File: config.mk
export PLATFORM = sky130hd
export DESIGN_NAME = pipe_stage_reg_flat
export DESIGN_NICKNAME = d
export VERILOG_FILES = /design/src/rtl/pipe_stage_reg_if.sv /design/src/rtl/pipe_stage_reg.sv /design/src/flat_wrapper.sv
export SDC_FILE = /design/constraint.sdc
export NUM_CORES = 1
export LEC_CHECK = 0
export CAP_MARGIN = 10
export CORE_MARGIN = 2
export CORE_UTILIZATION = 40
export DETAILED_ROUTE_END_ITERATION = 8
export GPL_ROUTABILITY_DRIVEN = 1
export PLACE_DENSITY_LB_ADDON = 0.25
export SYNTH_ARGS = -nofsm -noshare
export SYNTH_HDL_FRONTEND = slang
export SYNTH_SLANG_ARGS = --single-unit
File: constraint.sdc
create_clock -name clk -period 3.98 [get_ports clk]
set_clock_uncertainty 0.15 [all_clocks]
set_input_delay 1.194 -clock clk [delete_from_list [all_inputs] [get_ports clk]]
set_output_delay 1.194 -clock clk [all_outputs]
set_load 0.005 [all_outputs]
File: src/rtl/pipe_stage_reg_if.sv
// Handshake and payload bundle between an upstream producer, one elastic
// pipeline stage and its downstream consumer.
interface pipe_stage_reg_if #(
  parameter int DATA_W = 64,
  parameter int EXC_W  = 5,
  parameter int CNT_W  = 16
);
  logic              flush;
  logic              in_valid;
  logic              in_ready;
  logic [DATA_W-1:0] in_data;
  logic [31:0]       in_pc;
  logic              in_exc;
  logic [EXC_W-1:0]  in_exc_code;
  logic              in_isbd;
  logic              new_exc;
  logic [EXC_W-1:0]  new_exc_code;
  logic [31:0]       new_badvaddr;
  logic              out_valid;
  logic              out_ready;
  logic [DATA_W-1:0] out_data;
  logic [31:0]       out_pc;
  logic              out_exc;
  logic [EXC_W-1:0]  out_exc_code;
  logic [31:0]       out_badvaddr;
  logic              out_isbd;
  logic [1:0]        occupancy;
  logic [CNT_W-1:0]  stall_cnt;

  modport master (
    output flush, in_valid, in_data, in_pc, in_exc, in_exc_code, in_isbd,
           new_exc, new_exc_code, new_badvaddr, out_ready,
    input  in_ready, out_valid, out_data, out_pc, out_exc, out_exc_code,
           out_badvaddr, out_isbd, occupancy, stall_cnt
  );

  modport slave (
    input  flush, in_valid, in_data, in_pc, in_exc, in_exc_code, in_isbd,
           new_exc, new_exc_code, new_badvaddr, out_ready,
    output in_ready, out_valid, out_data, out_pc, out_exc, out_exc_code,
           out_badvaddr, out_isbd, occupancy, stall_cnt
  );
endinterface

File: src/rtl/pipe_stage_reg.sv
// Elastic MIPS pipeline latch: valid/ready flow control with optional 2-entry
// skid buffer, synchronous flush, precise-exception merge and stall counter.
module pipe_stage_reg #(
  parameter int DATA_W   = 64,
  parameter int EXC_W    = 5,
  parameter int EXC_NONE = 15,
  parameter int SKID     = 1,
  parameter int CNT_W    = 16
) (
  input logic            clk,
  input logic            rst,
  pipe_stage_reg_if.slave bus
);

  typedef struct packed {
    logic [DATA_W-1:0] data;
    logic [31:0]       pc;
    logic              exc;
    logic [EXC_W-1:0]  code;
    logic [31:0]       badvaddr;
    logic              isbd;
  } entry_t;

  typedef enum logic [1:0] {
    EMPTY = 2'd0,
    ONE   = 2'd1,
    FULL  = 2'd2
  } state_t;

  function automatic entry_t idle_entry();
    entry_t e;
    e          = '0;
    e.code     = EXC_W'(EXC_NONE);
    return e;
  endfunction

  // An exception already in flight from an older stage outranks one found here.
  function automatic entry_t merge_exc(
    input logic [DATA_W-1:0] data,
    input logic [31:0]       pc,
    input logic              isbd,
    input logic              up_exc,
    input logic [EXC_W-1:0]  up_code,
    input logic              here_exc,
    input logic [EXC_W-1:0]  here_code,
    input logic [31:0]       here_badvaddr
  );
    entry_t e;
    e.data = data;
    e.pc   = pc;
    e.isbd = isbd;
    if (up_exc) begin
      e.exc      = 1'b1;
      e.code     = up_code;
      e.badvaddr = pc;
    end else if (here_exc) begin
      e.exc      = 1'b1;
      e.code     = here_code;
      e.badvaddr = here_badvaddr;
    end else begin
      e.exc      = 1'b0;
      e.code     = EXC_W'(EXC_NONE);
      e.badvaddr = pc;
    end
    return e;
  endfunction

  function automatic logic [CNT_W-1:0] sat_inc(input logic [CNT_W-1:0] v);
    return (&v) ? v : v + CNT_W'(1);
  endfunction

  state_t           state_q, state_d;
  entry_t           head_q, head_d;
  entry_t           skid_q, skid_d;
  entry_t           cap, shown;
  logic             in_ready_q, in_ready_d;
  logic [CNT_W-1:0] stall_q, stall_d;
  logic             out_valid, in_ready, in_xfer, out_xfer;

  assign out_valid = (state_q != EMPTY);
  assign in_ready  = (SKID != 0) ? in_ready_q : (!out_valid || bus.out_ready);
  assign in_xfer   = bus.in_valid && in_ready && !bus.flush;
  assign out_xfer  = out_valid && bus.out_ready;
  assign cap       = merge_exc(bus.in_data, bus.in_pc, bus.in_isbd, bus.in_exc,
                               bus.in_exc_code, bus.new_exc, bus.new_exc_code,
                               bus.new_badvaddr);

  always_comb begin
    state_d = state_q;
    head_d  = head_q;
    skid_d  = skid_q;
    if (bus.flush) begin
      state_d = EMPTY;
      head_d  = idle_entry();
      skid_d  = idle_entry();
    end else begin
      case (state_q)
        EMPTY: begin
          if (in_xfer) begin
            head_d  = cap;
            state_d = ONE;
          end
        end
        ONE: begin
          if (in_xfer && out_xfer) begin
            head_d = cap;
          end else if (in_xfer) begin
            skid_d  = cap;
            state_d = FULL;
          end else if (out_xfer) begin
            state_d = EMPTY;
          end
        end
        FULL: begin
          // in_ready is low while full, so only a drain can happen here.
          if (out_xfer) begin
            head_d  = skid_q;
            state_d = ONE;
          end
        end
        default: state_d = EMPTY;
      endcase
    end
    in_ready_d = (state_d != FULL);
    stall_d    = (out_valid && !bus.out_ready) ? sat_inc(stall_q) : stall_q;
  end

  always_ff @(posedge clk or negedge rst) begin
    if (!rst) begin
      state_q    <= EMPTY;
      in_ready_q <= 1'b1;
      stall_q    <= '0;
    end else begin
      state_q    <= state_d;
      in_ready_q <= in_ready_d;
      stall_q    <= stall_d;
    end
  end

  // Payload needs no reset: it is only visible through the valid mask below.
  always_ff @(posedge clk) begin
    head_q <= head_d;
    skid_q <= skid_d;
  end

  always_comb begin
    shown = idle_entry();
    if (out_valid) shown = head_q;
  end

  assign bus.in_ready     = in_ready;
  assign bus.out_valid    = out_valid;
  assign bus.out_data     = shown.data;
  assign bus.out_pc       = shown.pc;
  assign bus.out_exc      = shown.exc;
  assign bus.out_exc_code = shown.code;
  assign bus.out_badvaddr = shown.badvaddr;
  assign bus.out_isbd     = shown.isbd;
  assign bus.occupancy    = state_q;
  assign bus.stall_cnt    = stall_q;

endmodule

File: src/flat_wrapper.sv
// flat-port wrapper written by rule: the top's interface ports become plain ports
module pipe_stage_reg_flat 
#(
  parameter int DATA_W   = 64,
  parameter int EXC_W    = 5,
  parameter int EXC_NONE = 15,
  parameter int SKID     = 1,
  parameter int CNT_W    = 16
)
  (clk, rst, bus_flush, bus_in_valid, bus_in_data, bus_in_pc, bus_in_exc, bus_in_exc_code, bus_in_isbd, bus_new_exc, bus_new_exc_code, bus_new_badvaddr, bus_out_ready, bus_in_ready, bus_out_valid, bus_out_data, bus_out_pc, bus_out_exc, bus_out_exc_code, bus_out_badvaddr, bus_out_isbd, bus_occupancy, bus_stall_cnt);
  pipe_stage_reg_if #(.DATA_W(DATA_W), .EXC_W(EXC_W), .CNT_W(CNT_W)) bus_i ();
  input logic clk;
  input logic rst;
  input wire logic [$bits(bus_i.flush)-1:0] bus_flush;
  input wire logic [$bits(bus_i.in_valid)-1:0] bus_in_valid;
  input wire logic [$bits(bus_i.in_data)-1:0] bus_in_data;
  input wire logic [$bits(bus_i.in_pc)-1:0] bus_in_pc;
  input wire logic [$bits(bus_i.in_exc)-1:0] bus_in_exc;
  input wire logic [$bits(bus_i.in_exc_code)-1:0] bus_in_exc_code;
  input wire logic [$bits(bus_i.in_isbd)-1:0] bus_in_isbd;
  input wire logic [$bits(bus_i.new_exc)-1:0] bus_new_exc;
  input wire logic [$bits(bus_i.new_exc_code)-1:0] bus_new_exc_code;
  input wire logic [$bits(bus_i.new_badvaddr)-1:0] bus_new_badvaddr;
  input wire logic [$bits(bus_i.out_ready)-1:0] bus_out_ready;
  output wire logic [$bits(bus_i.in_ready)-1:0] bus_in_ready;
  output wire logic [$bits(bus_i.out_valid)-1:0] bus_out_valid;
  output wire logic [$bits(bus_i.out_data)-1:0] bus_out_data;
  output wire logic [$bits(bus_i.out_pc)-1:0] bus_out_pc;
  output wire logic [$bits(bus_i.out_exc)-1:0] bus_out_exc;
  output wire logic [$bits(bus_i.out_exc_code)-1:0] bus_out_exc_code;
  output wire logic [$bits(bus_i.out_badvaddr)-1:0] bus_out_badvaddr;
  output wire logic [$bits(bus_i.out_isbd)-1:0] bus_out_isbd;
  output wire logic [$bits(bus_i.occupancy)-1:0] bus_occupancy;
  output wire logic [$bits(bus_i.stall_cnt)-1:0] bus_stall_cnt;
  assign bus_i.flush = bus_flush;
  assign bus_i.in_valid = bus_in_valid;
  assign bus_i.in_data = bus_in_data;
  assign bus_i.in_pc = bus_in_pc;
  assign bus_i.in_exc = bus_in_exc;
  assign bus_i.in_exc_code = bus_in_exc_code;
  assign bus_i.in_isbd = bus_in_isbd;
  assign bus_i.new_exc = bus_new_exc;
  assign bus_i.new_exc_code = bus_new_exc_code;
  assign bus_i.new_badvaddr = bus_new_badvaddr;
  assign bus_i.out_ready = bus_out_ready;
  assign bus_in_ready = bus_i.in_ready;
  assign bus_out_valid = bus_i.out_valid;
  assign bus_out_data = bus_i.out_data;
  assign bus_out_pc = bus_i.out_pc;
  assign bus_out_exc = bus_i.out_exc;
  assign bus_out_exc_code = bus_i.out_exc_code;
  assign bus_out_badvaddr = bus_i.out_badvaddr;
  assign bus_out_isbd = bus_i.out_isbd;
  assign bus_occupancy = bus_i.occupancy;
  assign bus_stall_cnt = bus_i.stall_cnt;
  pipe_stage_reg #(.DATA_W(DATA_W), .EXC_W(EXC_W), .EXC_NONE(EXC_NONE), .SKID(SKID), .CNT_W(CNT_W)) u_core (.clk(clk), .rst(rst), .bus(bus_i));
endmodule
==> results of run 1 <==
## registers in the layout, summed over array words and instances, names as in the netlist
register / cells
u_core.head_q: 135
u_core.skid_q: 135
u_core.bus.stall_cnt: 16
u_core.bus.occupancy: 2
u_core.bus.in_ready: 1
## stage by stage
stage	area, um2	hold slack (ps)	instances	setup WS [ps]	power [W]
2_1_floorplan	12600	277	1590	1290	0.00366
3_3_place_gp	15900	284	2174	589	0.00412
3_5_place_dp	15900	289	2174	557	0.00413
4_1_cts	17000	298	2229	42.0	0.00699
5_1_grt	17000	314	2231	87.8	0.00720
6_report	17000	295	2231	218	0.00691
## worst register-to-register path: cells and delay by family (launching register included)
kind                     cells  cell delay [ps]
AND/OR/NAND/NOR              3             1020
flip-flops                   1              440
multiplexers                 1              290
buffers and inverters        1              280
adder cells (fa/ha/maj)      1              230
## layout make-up
type | count | area, um2 | share of cell area (%)
sequential | 289 | 5880 | 34.7
clock inverter | 7 | 63.8 | 0.376
multi-input combinational | 1158 | 6190 | 36.5
timing repair buffer | 325 | 3370 | 19.9
antenna | 2 | 5.00 | 0.0295
clock buffer | 47 | 947 | 5.58
tap | 402 | 503 | 2.96
inverter | 1 | 3.75 | 0.0221
## synthesized netlist by cell type (2+ instances only)
| library cell | n |
|---|---|
| nor3_1 | 7 |
| nor2_1 | 179 |
| and4_1 | 2 |
| nand4_1 | 5 |
| o22ai_1 | 4 |
| a211oi_1 | 35 |
| buf_2 | 50 |
| o21bai_1 | 4 |
| buf_4 | 4 |
| a211o_1 | 38 |
| mux2i_1 | 32 |
| clkbuf_1 | 81 |
| dfxtp_1 | 270 |
| o211a_1 | 4 |
| and2_1 | 133 |
| nand3_1 | 3 |
| nor2b_1 | 2 |
| nand2b_1 | 8 |
| nor4_1 | 6 |
| dfrtp_1 | 18 |
| and3_1 | 2 |
| a311oi_1 | 97 |
| xor2_1 | 15 |
| buf_1 | 7 |
| nand2_1 | 437 |
| a21oi_1 | 131 |
## worst min-delay path by stage
stage	start	end	slack [ps]	depth (start not counted)
floorplan	u_core.head_q[10]$_SDFFE_PP0P_	u_core.head_q[10]$_SDFFE_PP0P_	280	2
global placement	u_core.head_q[12]$_SDFFE_PP0P_	u_core.head_q[12]$_SDFFE_PP0P_	280	2
CTS	u_core.head_q[38]$_SDFFE_PP0P_	u_core.head_q[38]$_SDFFE_PP0P_	300	2
global route	u_core.head_q[31]$_SDFFE_PP0P_	u_core.head_q[31]$_SDFFE_PP0P_	310	2
finish	u_core.head_q[22]$_SDFFE_PP0P_	u_core.head_q[22]$_SDFFE_PP0P_	300	2
detailed placement	u_core.head_q[38]$_SDFFE_PP0P_	u_core.head_q[38]$_SDFFE_PP0P_	290	2
## power breakdown
group | total [W] | internal, W | switching (W)
Sequential | 0.00316 | 0.00305 | 0.000108
Clock | 0.00284 | 0.00169 | 0.00115
Combinational | 0.000908 | 0.000465 | 0.000443
Total | 0.00691 | 0.00521 | 0.00170
## cells by family after synthesis
logic type	count (synthesis)
adder cells (fa/ha/maj)	1
XOR/XNOR	16
buffers and inverters	144
multiplexers	33
AO/OA/AOI/OAI	318
flip-flops	289
AND/OR/NAND/NOR	789
## layer usage
layer,part of all wire [%],vias to the layer above
met2,45,313
li1,-,5801
met1,46,5283
met3,6.6,48
met5,0,-
met4,2.1,0
## timing repair
action,in CTS,in global routing
resized for setup,0,1
pin swaps,1,0
setup endpoints to repair,22,32
gates cloned,1,0
endpoints found under the hold margin,0,0
==> load_flow_metrics.sql, run 1 <==
INSERT INTO impl_metrics (metric_group, metric, value, unit) VALUES
('final_layout', 'layout_common_cells', 'nand2_1 (437), clkdlybuf4s50_1 (299), dfxtp_1 (270)', ''),
('setup_path', 'crit_path_start', 'u_core.bus.occupancy[0]$_DFF_PN0_', ''),
('setup_path', 'worstPathCellList', 'or2_4 -> buf_4 -> and2_1 -> clkdlybuf4s50_1', ''),
('setup_path', 'critical_path.reg2reg.endpoint', 'u_core.bus.stall_cnt[1]$_DFFE_PN0P_', ''),
('setup_path', 'worst_setup_path_end_kind', 'primary output', ''),
('setup_path', 'cp_num_cells', '4', ''),
('setup_path', 'worstPathArrival', '2420', 'ps'),
('timing', 'final.min_clock_period', '3760', 'ps'),
('timing', 'slew_headroom', '28.6', '%'),
('logic_synthesis', 'post_synth_inst_count', '1590', ''),
('clock_network', 'cts_hold_repair.buffers', '0', ''),
('global_routing', 'global_route.peak_usage_layer', 'met2', ''),
('place', 'post_detailed_placement_half_perimeter_wirelength', '22400', 'um'),
('route', 'firstDrtPassIters', '6', ''),
('die', 'fp.dieW', '182', 'um'),
('setup_path', 'timing.reg2reg.worst_path_depth', '6', ''),
('final_layout', 'nFillCells', '2887', ''),
('route', 'routed_wirelength', '35500', 'um'),
('timing', 'number_of_max_slew_violations_in_the_final_report', '0', ''),
('logic_synthesis', 'post_synth_num_cell_types', '42', ''),
('logic_synthesis', 'yosys-mux-area-fraction', '2.63', '%'),
('global_routing', 'globalRouteMet3Util', '4.35', '%'),
('timing', 'worst_slew_pin_slew', '1070', 'ps'),
('die', 'pin_count', '301', ''),
('setup_path', 'kind_of_launch_point_of_the_worst_setup_path', 'flop', ''),
('setup_path', 'worstPathBufferInverterCount', '2', ''),
('setup_path', 'worst_ep_required_time', '2640', 'ps'),
('clock_network', 'clkLatencyLatePin', '560', 'ps'),
('setup_path', 'timing.critical_path.fanout_max', '32', ''),
('final_layout', 'finish.net_count', '1953', ''),
('route', 'route.detailed.wl_per_inst', '15.9', 'um'),
('final_layout', 'layout.cells.most_common', 'nand2_1', ''),
('power_and_ir_drop', 'power_density', '407', 'mW/mm2'),
('die', 'core_area', '0.0313', 'mm2'),
('run', 'cap_violations', '0', ''),
('setup_path', 'worstSetupPathType', 'reg -> out', ''),
('global_routing', 'antenna_found_initial', '2', ''),
('final_layout', 'postLayoutCoreUtil', '54.2', '%'),
('timing', 'max_freq', '266', 'MHz'),
('global_routing', 'first_pass_grt_wire_length', '56400', 'um'),
('setup_path', 'critPathCapture', 'bus_out_exc', ''),
('logic_synthesis', 'synth_top_cells_by_area', 'dfxtp_1 (43%), nand2_1 (13%), a311oi_1 (6.7%), and2_1 (6.6%), nor2_1 (5.3%)', ''),
('setup_path', 'crit_path_largest_cell_delay', '530', 'ps'),
('timing', 'setup_tns', '0', 'ps'),
('logic_synthesis', 'share_of_synthesized_area_occupied_by_flip_flops_and_latches', '46.6', '%'),
('place', 'numPortBuffers', '300', ''),
('route', 'route.detailed.vias_per_inst', '5.13', ''),
('route', 'detailroute.via_count', '11400', ''),
('global_routing', 'gr-usage-all-layers', '20.6', '%'),
('place', 'gp_congestion', '0.822', ''),
('global_routing', 'grt_use_met2', '32.7', '%'),
('route', 'first_iter_violations', '854', ''),
('worst_hold_path', 'holdCritPathClass', 'reg -> reg', ''),
('power_and_ir_drop', 'power.static_leakage', '6.27', 'nW'),
('global_routing', 'grt_pass1_vias', '10500', ''),
('logic_synthesis', 'async_flop_share', '6.57', '%'),
('setup_path', 'path_delay_family', 'buffers and inverters', ''),
('global_routing', 'grt_util_met1', '28.8', '%'),
('clock_network', 'cts_root_buf', 'clkbuf_16', ''),
('route', 'drt_drc_violations_left', '0', ''),
('global_routing', 'grt.overflow.total', '0', ''),
('logic_synthesis', 'top_cell_type_s_share_of_synthesized_area', '42.8', '%'),
('logic_synthesis', 'post_synth_adder_cell_area', '0.0991', '%'),
('clock_network', 'cts.sink_count', '289', ''),
('run_status', 'outcome', 'finished, final reports clean', ''),
('clock_network', 'cts-buffers-inserted', '31', ''),
('logic_synthesis', 'synth-edff-count', '0', ''),
('logic_synthesis', 'synthesis.area_per_instance', '7.94', 'um2'),
('final_layout', 'syn2layout_area_growth', '34.4', '%'),
('timing', 'fin_crit_sh', '94.5', '%'),
('die', 'starting_utilization_of_the_core_area', '40.3', '%');
Power figures use the tool's default switching activity.
==> run 2: changes to the inputs <==
Settings changed: CORE_MARGIN 2 to default.
Clock period 3.98 ns to 3.1 ns, I/O delays scaled along.
==> load_flow_metrics.sql, run 2 (synthesis results as in run 1) <==
INSERT INTO impl_metrics (metric_group, metric, value, unit) VALUES
('place', 'placed_cells', '2183', ''),
('clock_network', 'cts.htree.levels', '1', ''),
('final_layout', 'final_layout_size_suffix_gt1_share', '6.33', '%'),
('place', 'gp_congestion', '0.819', ''),
('die', 'pin_count', '301', ''),
('die', 'die-area', '0.0323', 'mm2'),
('die', 'fp.dieW', '180', 'um'),
('timing', 'final.min_clock_period', '3070', 'ps'),
('timing', 'worst_slew_pin_slew', '1040', 'ps'),
('timing', 'report.final.hold_viol_count', '0', ''),
('global_routing', 'first_pass_grt_wire_length', '58000', 'um'),
('clock_network', 'clockBufferDepth', '3', ''),
('die', 'starting_utilization_of_the_core_area', '41.0', '%'),
('setup_path', 'kind_of_launch_point_of_the_worst_setup_path', 'flop', ''),
('run_status', 'outcome', 'finished, violations left', ''),
('clock_network', 'cts.sink_count', '289', ''),
('run', 'cap_violations', '0', ''),
('route', 'ant_nets', '0', ''),
('global_routing', 'grt_pass1_vias', '10900', ''),
('timing', 'rsz0062_at_grt', 'true', ''),
('final_layout', 'layout.cells.most_common', 'nand2_1', ''),
('power_and_ir_drop', 'power.static_leakage', '7.09', 'nW'),
('setup_path', 'worstPathArrival', '1990', 'ps'),
('route', 'routed_wirelength', '36000', 'um'),
('clock_network', 'tritoncts', 'yes', ''),
('global_routing', 'antenna_found_initial', '3', ''),
('route', 'route.detailed.vias_per_inst', '5.16', ''),
('global_routing', 'grt_start_max_net_pins', '170', ''),
('place', 'post_detailed_placement_half_perimeter_wirelength', '23300', 'um'),
('die', 'core_area', '0.0308', 'mm2'),
('timing', 'slew_headroom', '30.3', '%'),
('route', 'firstDrtPassIters', '7', ''),
('final_layout', 'finish.net_count', '1971', ''),
('place', 'place_area', '0.0162', 'mm2'),
('route', 'route.detailed.wl_per_inst', '16.1', 'um'),
('global_routing', 'grt.overflow.total', '0', ''),
('clock_network', 'clkLatencyLatePin', '550', 'ps'),
('setup_path', 'timing.critical_path.fanout_max', '14', ''),
('timing', 'final_number_of_setup_violating_endpoints', '0', ''),
('timing', 'max_freq', '326', 'MHz'),
('final_layout', 'layout.area.seq', '0.00588', 'mm2'),
('final_layout', 'postLayoutCoreUtil', '55.7', '%'),
('worst_hold_path', 'holdCritPathClass', 'reg -> reg', ''),
('route', 'first_iter_violations', '859', ''),
('final_layout', 'nFillCells', '2823', ''),
('setup_path', 'worstSetupPathType', 'reg -> out', ''),
('power_and_ir_drop', 'power_density', '524', 'mW/mm2'),
('timing', 'number_of_max_slew_violations_in_the_final_report', '0', ''),
('place', 'numPortBuffers', '300', ''),
('die', 'y_dimension_of_the_die', '180', 'um'),
('clock_network', 'reg_clk_slew_reported_paths', '70', 'ps'),
('final_layout', 'fin_area', '0.0172', 'mm2'),
('route', 'detailroute.via_count', '11600', ''),
('final_layout', 'layout_common_cells', 'nand2_1 (437), dfxtp_1 (270), nor2_1 (179)', ''),
('run_status', 'violations_in_the_final_reports', 'DRC', ''),
('route', 'drt_drc_violations_left', '24', ''),
('clock_network', 'cts_root_buf', 'clkbuf_16', ''),
('setup_path', 'worst_ep_required_time', '2020', 'ps'),
('final_layout', 'syn2layout_area_growth', '36.0', '%'),
('global_routing', 'gr-usage-all-layers', '21.7', '%'),
('clock_network', 'cts-buffers-inserted', '30', ''),
('power_and_ir_drop', 'power.ir.vdd_worst', '0.389', 'mV'),
('setup_path', 'worst_setup_path_end_kind', 'primary output', ''),
('timing', 'fin_crit_sh', '99.0', '%'),
('final_layout', 'multi_input_area', '0.00621', 'mm2'),
('timing', 'hold_slack', '296', 'ps'),
('final_layout', 'stdcell_count', '2244', ''),
('die', 'placementRows', '64', '');
run 2: cell types whose count changed in the layout (fill, tap and decap cells not counted), sizes merged:
cell and delta:
buf +20, diode -1, dlygate4sd2 +107, dlymetal6s2s +12, clkbuf -2, clkinvlp +2
clkinv +1, inv -1, clkdlybuf4s50 -133, clkdlybuf4s15 +13, or2 -1, bufinv +2
run 2: through the flow:
step                power (W)  setup slack [ps]  TNS (ps)
CTS                   0.00909              -124      -993
finish                0.00901              31.3         0
detailed placement    0.00534               100         0
global placement      0.00532               150         0
floorplan             0.00469               676         0
global route          0.00938             -33.4      -112
run 2: final timing paths:
path / from / endpoint / slack, ps / cells past startpoint
setup / recovery: u_core.bus.occupancy[1]$_DFF_PN0_ / bus_out_data[1] / 30 / 4
max in group asynchronous: rst / u_core.bus.in_ready$_DFF_PN1_ / 1970 / 2
hold reg to reg: u_core.head_q[24]$_SDFFE_PP0P_ / u_core.head_q[24]$_SDFFE_PP0P_ / 300 / 2
setup reg to reg: u_core.bus.occupancy[1]$_DFF_PN0_ / u_core.head_q[49]$_SDFFE_PP0P_ / 1010 / 6
min in group asynchronous: rst / u_core.bus.stall_cnt[0]$_DFFE_PN0P_ / 570 / 2
hold / removal: u_core.head_q[24]$_SDFFE_PP0P_ / u_core.head_q[24]$_SDFFE_PP0P_ / 300 / 2
run 2: worst max-delay path, stage by stage (launching register included):
cell and delay [ps]:
dfrtp_1 370, or2_4 290, buf_6 160, and2_1 170, clkdlybuf4s50_1 440
run 2: layout make-up:
cell class                      instances  share of cell area [%]
Antenna cell                            1                  0.0146
Tap cell                              396                    2.88
Multi-Input combinational cell       1157                    36.2
Inverter                                1                  0.0218
Clock inverter                         11                   0.787
Sequential cell                       289                    34.2
Clock buffer                           44                    5.27
Timing Repair Buffer                  345                    20.6
run 2: metal layers:
layer,GRT usage [%],vias up,part of all wire [%]
met2,35.2,330,46
met4,5.69,4,2.1
li1,-,5836,-
met5,0,-,0.064
met3,4.64,50,7.0
met1,29.3,5367,45
run 2: power by group:
group          leakage, nW  switching [W]  internal (W)
Combinational         4.13       0.000589      0.000606
Clock                0.512        0.00151       0.00226
Sequential            2.45       0.000128       0.00392
run 2: repair_timing:
action | 4_1_cts | 5_1_grt
pin swaps | 1 | 1
endpoints found under the hold margin | 0 | 0
gates resized for setup | 122 | 38
buffers inserted | 1 | 4
setup endpoints to repair | 124 | 13
hold buffers | 0 | 0
==> variant 1 (settings of run 2) <==
Make the reset (`rst`) synchronous in one clocked block.
--- a/src/rtl/pipe_stage_reg.sv
+++ b/src/rtl/pipe_stage_reg.sv
@@ -127,3 +127,3 @@
 
-  always_ff @(posedge clk or negedge rst) begin
+  always_ff @(posedge clk) begin
     if (!rst) begin
Function: differs if rst is asserted again (counterexample within 4 cycles, from zero or initial values and one cycle with rst low); with rst held inactive, the same outputs for 4 cycles.
==> variant 1 against run 2 <==
- the run ends with negative setup slack left
- synthesized area up 1.1%
- sequential cell count unchanged
- design area grew 3.6%
- total power shrank 0.82%
- synthesized cell count grew 4.2%
- setup slack got worse by 0.12 ns
- routed wire length is 9.2% higher
- non-clock buffer count is 16 higher
==> variant 1: results (changes against run 2) <==
synthesized-area fraction occupied by adder cells=0.0009796 (was 0.0009909); Placed Area=16120 um^2 (was 16180 um^2); CP Max Fanout=10 (was 14); DR iter-0 viols=1031 (was 859); Setup Fix Bufs, Post-CTS=3 (was 1); pre-CTS setup slack=-0.05548 ns (was 0.09997 ns); die area=32650 um^2 (was 32280 um^2); Synth Area in XOR/XNOR=0.0006857 (was 0.01110); total CTS buffers=31 (was 30); setup ws final=-0.09214 ns (was 0.03131 ns); violated checks=negative setup slack (was design-rule violations); Worst R2R Path Depth=5 (was 6); crit path from=u_core.bus.occupancy[0] (was u_core.bus.occupancy[1]); Resize count post-CTS=32 (was 122); R2R Setup Slk=0.86 ns (was 1.01 ns); nets=2054 (was 1971); multi-input combinational cell area=6365 um^2 (was 6212 um^2); Fin Hold WS=0.3007 ns (was 0.2964 ns); Synth area leaders=dfxtp_1 45%, nand2_1 15%, a311oi_1 8.8% (was dfxtp_1 43%, nand2_1 13%, a311oi_1 6.7%); Hold EP=u_core.head_q[8] (was u_core.head_q[24]); Overall Global Routing Usage=0.2200 (was 0.2171); Syn Nets=1803 (was 1737); sequential fraction of the synthesis area=0.4530 (was 0.4658); clkbuf count=40 (was 44); sequential share of cell area=0.3254 (was 0.3424); distinct cell type count after synthesis=48 (was 42); status=finished with violations (unchanged); Final Setup Violations=4 (was 0); critical path arrival=2.11 ns (was 1.99 ns); vias post-DR=12420 (was 11590); Pleak=8.268 nW (was 7.094 nW); Non-clock buffers, area share=0.2224 (was 0.2063); number of global-route vias before repair=11070 (was 10870)
-- variant 1: cell types whose count changed after synthesis, moves of 6 or more --
cell,change
nand2_1,+64
a211o_1,-32
a311o_1,+32
a311oi_1,+32
mux2i_1,-32
a211oi_1,-31
dfxtp_1,+19
dfrtp_1,-18
xor2_1,-15
a21oi_1,+10
buf_6,+8
o21ai_0,+7
nor2_1,-6
-- variant 1: stage by stage --
step	util	std cells
floorplan	-	1656
global placement	0.5123	2254
detailed placement	0.5123	2254
CTS	0.5506	2317
global route	0.5657	2336
finish	0.5657	2336
-- variant 1: report_power, final --
group	leakage, nW	internal (mW)	switching (mW)
clock	0.562	2.57	1.57
combinational	5.35	0.436	0.444
sequential	2.35	3.85	0.0710
total	8.27	6.85	2.08
-- variant 1: layer usage --
layer  GRT usage  up-vias  share of wire
li1            -     6146              -
met1      0.3064     5811           0.45
met2      0.3575      405           0.46
met3     0.03084       58          0.061
met4     0.05368        0          0.022
met5           0        -              0
==> variant 2 (flow settings as in run 2) <==
Made on the original files. `EXC_W` is set to 5 in 3 places; all go to 10.
--- a/src/rtl/pipe_stage_reg_if.sv
+++ b/src/rtl/pipe_stage_reg_if.sv
@@ -4,3 +4,3 @@
   parameter int DATA_W = 64,
-  parameter int EXC_W  = 5,
+  parameter int EXC_W  = 10,
   parameter int CNT_W  = 16
--- a/src/rtl/pipe_stage_reg.sv
+++ b/src/rtl/pipe_stage_reg.sv
@@ -4,3 +4,3 @@
   parameter int DATA_W   = 64,
-  parameter int EXC_W    = 5,
+  parameter int EXC_W    = 10,
   parameter int EXC_NONE = 15,
--- a/src/flat_wrapper.sv
+++ b/src/flat_wrapper.sv
@@ -4,3 +4,3 @@
   parameter int DATA_W   = 64,
-  parameter int EXC_W    = 5,
+  parameter int EXC_W    = 10,
   parameter int EXC_NONE = 15,
Interface: changed (resized bus_in_exc_code, bus_new_exc_code and bus_out_exc_code); port bits go from 301 to 316. The function was not compared with the original's and may differ.
==> variant 2 against run 2 <==
- synthesized cell count increased by 3.3%
- synthesized area up 3.7%
- the run ends with negative setup slack left
- register-to-register slack worse by 0.23 ns
- worst hold slack is essentially flat
- setup slack lost 0.11 ns
- global-route usage up 0.54 points
- design area rose by 4.6%
- sequential cell count up 10
- routed wire length rose by 12%
- largest power group unchanged
- critical endpoint is now bus_out_badvaddr[15]
- combinational power rose by 13%
- total power is 4.2% higher
- count of clock-buffer cells in the layout rose by 3
- clock power up 2%
- core utilization up 0.66 points
==> variant 2: results (changes against run 2) <==
status=finished with violations (unchanged); violated checks=negative setup slack (was design-rule violations); pin count of the biggest net entering global routing=139 (was 170); Final Setup Violations=74 (was 0); Synth area leaders=dfxtp_1 43%, nand2_1 13%, and2_1 6.6% (was dfxtp_1 43%, nand2_1 13%, a311oi_1 6.7%); Sum Neg Setup Slack=-3.438 ns (was 0 ns); pre-CTS setup slack=0.01167 ns (was 0.09997 ns); Internal Pwr Total=7.015 mW (was 6.783 mW); Fin Hold WS=0.2966 ns (was 0.2964 ns); critical path arrival=2.10 ns (was 1.99 ns); Placed Area=16750 um^2 (was 16180 um^2); number of global-route vias before repair=11340 (was 10870); asr flop ratio synth=0.06355 (was 0.06574); routed length per instance=17.17 um (was 16.05 um); nets=2050 (was 1971); Worst Hold Launch=u_core.head_q[41] (was u_core.head_q[24]); total CTS buffers=31 (was 30); Syn Nets=1799 (was 1737); DR iter-0 viols=1025 (was 859); CP Max Fanout=16 (was 14); first-pass GRT wire length=60750 um (was 58040 um); sequential fraction of the synthesis area=0.4646 (was 0.4658); IO buf count=315 (was 300); setup ws final=-0.08170 ns (was 0.03131 ns); Syn Area/Cell=7.973 um^2 (was 7.942 um^2); vias post-DR=12280 (was 11590); gpl congestion=0.8501 (was 0.8191); Overall Global Routing Usage=0.2226 (was 0.2171); Pleak=7.042 nW (was 7.094 nW); layout cells sized above 1=0.06897 (was 0.06335); Non-Filler Instances=2351 (was 2244)
-- variant 2: kinds of logic (layout without fill, tap and decap cells) --
group / Yosys count / in the layout / share of synthesized area
flops: 299 / 299 / 0.4646
other cells: 0 / 2 / 0
buf+inv: 150 / 422 / 0.05018
xor+xnor: 15 / 15 / 0.01004
mux: 34 / 34 / 0.02619
fa+ha+maj: 1 / 1 / 0.0009556
compound gates: 337 / 337 / 0.1813
simple gates: 806 / 806 / 0.2667
-- variant 2: how the worst max path moves through the flow --
| stage | from | endpoint | slack [ns] | cells after the start |
|---|---|---|---|---|
| after floorplan | bus_flush | u_core.skid_q[66] | 0.67 | 7 |
| after global placement | bus_out_ready | u_core.skid_q[28] | 0.08 | 8 |
| after detailed placement | bus_out_ready | u_core.skid_q[27] | 0.01 | 8 |
| after CTS | u_core.bus.occupancy[0] | bus_out_pc[22] | -0.19 | 5 |
| after global routing | u_core.bus.occupancy[1] | bus_out_data[39] | -0.13 | 5 |
| final | u_core.bus.occupancy[1] | bus_out_badvaddr[15] | -0.08 | 5 |
-- variant 2: area by class of cell --
type	instances	area, um^2	area share
Antenna cell	2	5.005	0.0002784
Clock buffer	47	958.4	0.05332
Clock inverter	7	91.34	0.005081
Inverter	4	22.52	0.001253
Multi-Input combinational cell	1193	6477	0.3603
Sequential cell	299	6082	0.3383
Tap cell	435	544.3	0.03028
Timing Repair Buffer	364	3795	0.2111
-- variant 2: metrics by stage --
step | total power, mW | util
after floorplan | 4.867 | -
after global placement | 5.506 | 0.5254
after detailed placement | 5.533 | 0.5254
after CTS | 9.385 | 0.5594
after global routing | 9.764 | 0.5638
final | 9.384 | 0.5639
-- variant 2: timing repair --
item,4_1_cts,5_1_grt
endpoints found under the hold margin,0,0
resized for setup,106,6
buffers inserted,2,1
cloned,2,6
endpoints found under the setup margin,141,97
pin swaps,5,1
-- variant 2: power groups by stage --
stage / clock [mW] / sequential (mW) / combinational, mW
2_1_floorplan: 0 / 4.24 / 0.629
3_5_place_dp: 0 / 4.27 / 1.26
6_report: 3.84 / 4.19 / 1.35
4_1_cts: 3.90 / 4.19 / 1.29
5_1_grt: 4.07 / 4.22 / 1.48
3_3_place_gp: 0 / 4.26 / 1.24
-- variant 2: per-layer routing --
layer  routed length (um)  up-vias  track usage
li1                     -     6061            -
met1                17910     5730       0.3015
met2                18730      441       0.3731
met3                 3172       48      0.03952
met4                  558        0      0.04100
met5                    0        -            0
-- variant 2: worst reg2reg max path, cell delays in order, from the launching register on --
cell     delay, ns
dfrtp_1       0.38
buf_4         0.19
nor2b_4       0.23
buf_4         0.41
a32oi_4       0.12
buf_12        0.20
a211o_1       0.38
a21oi_1       0.16
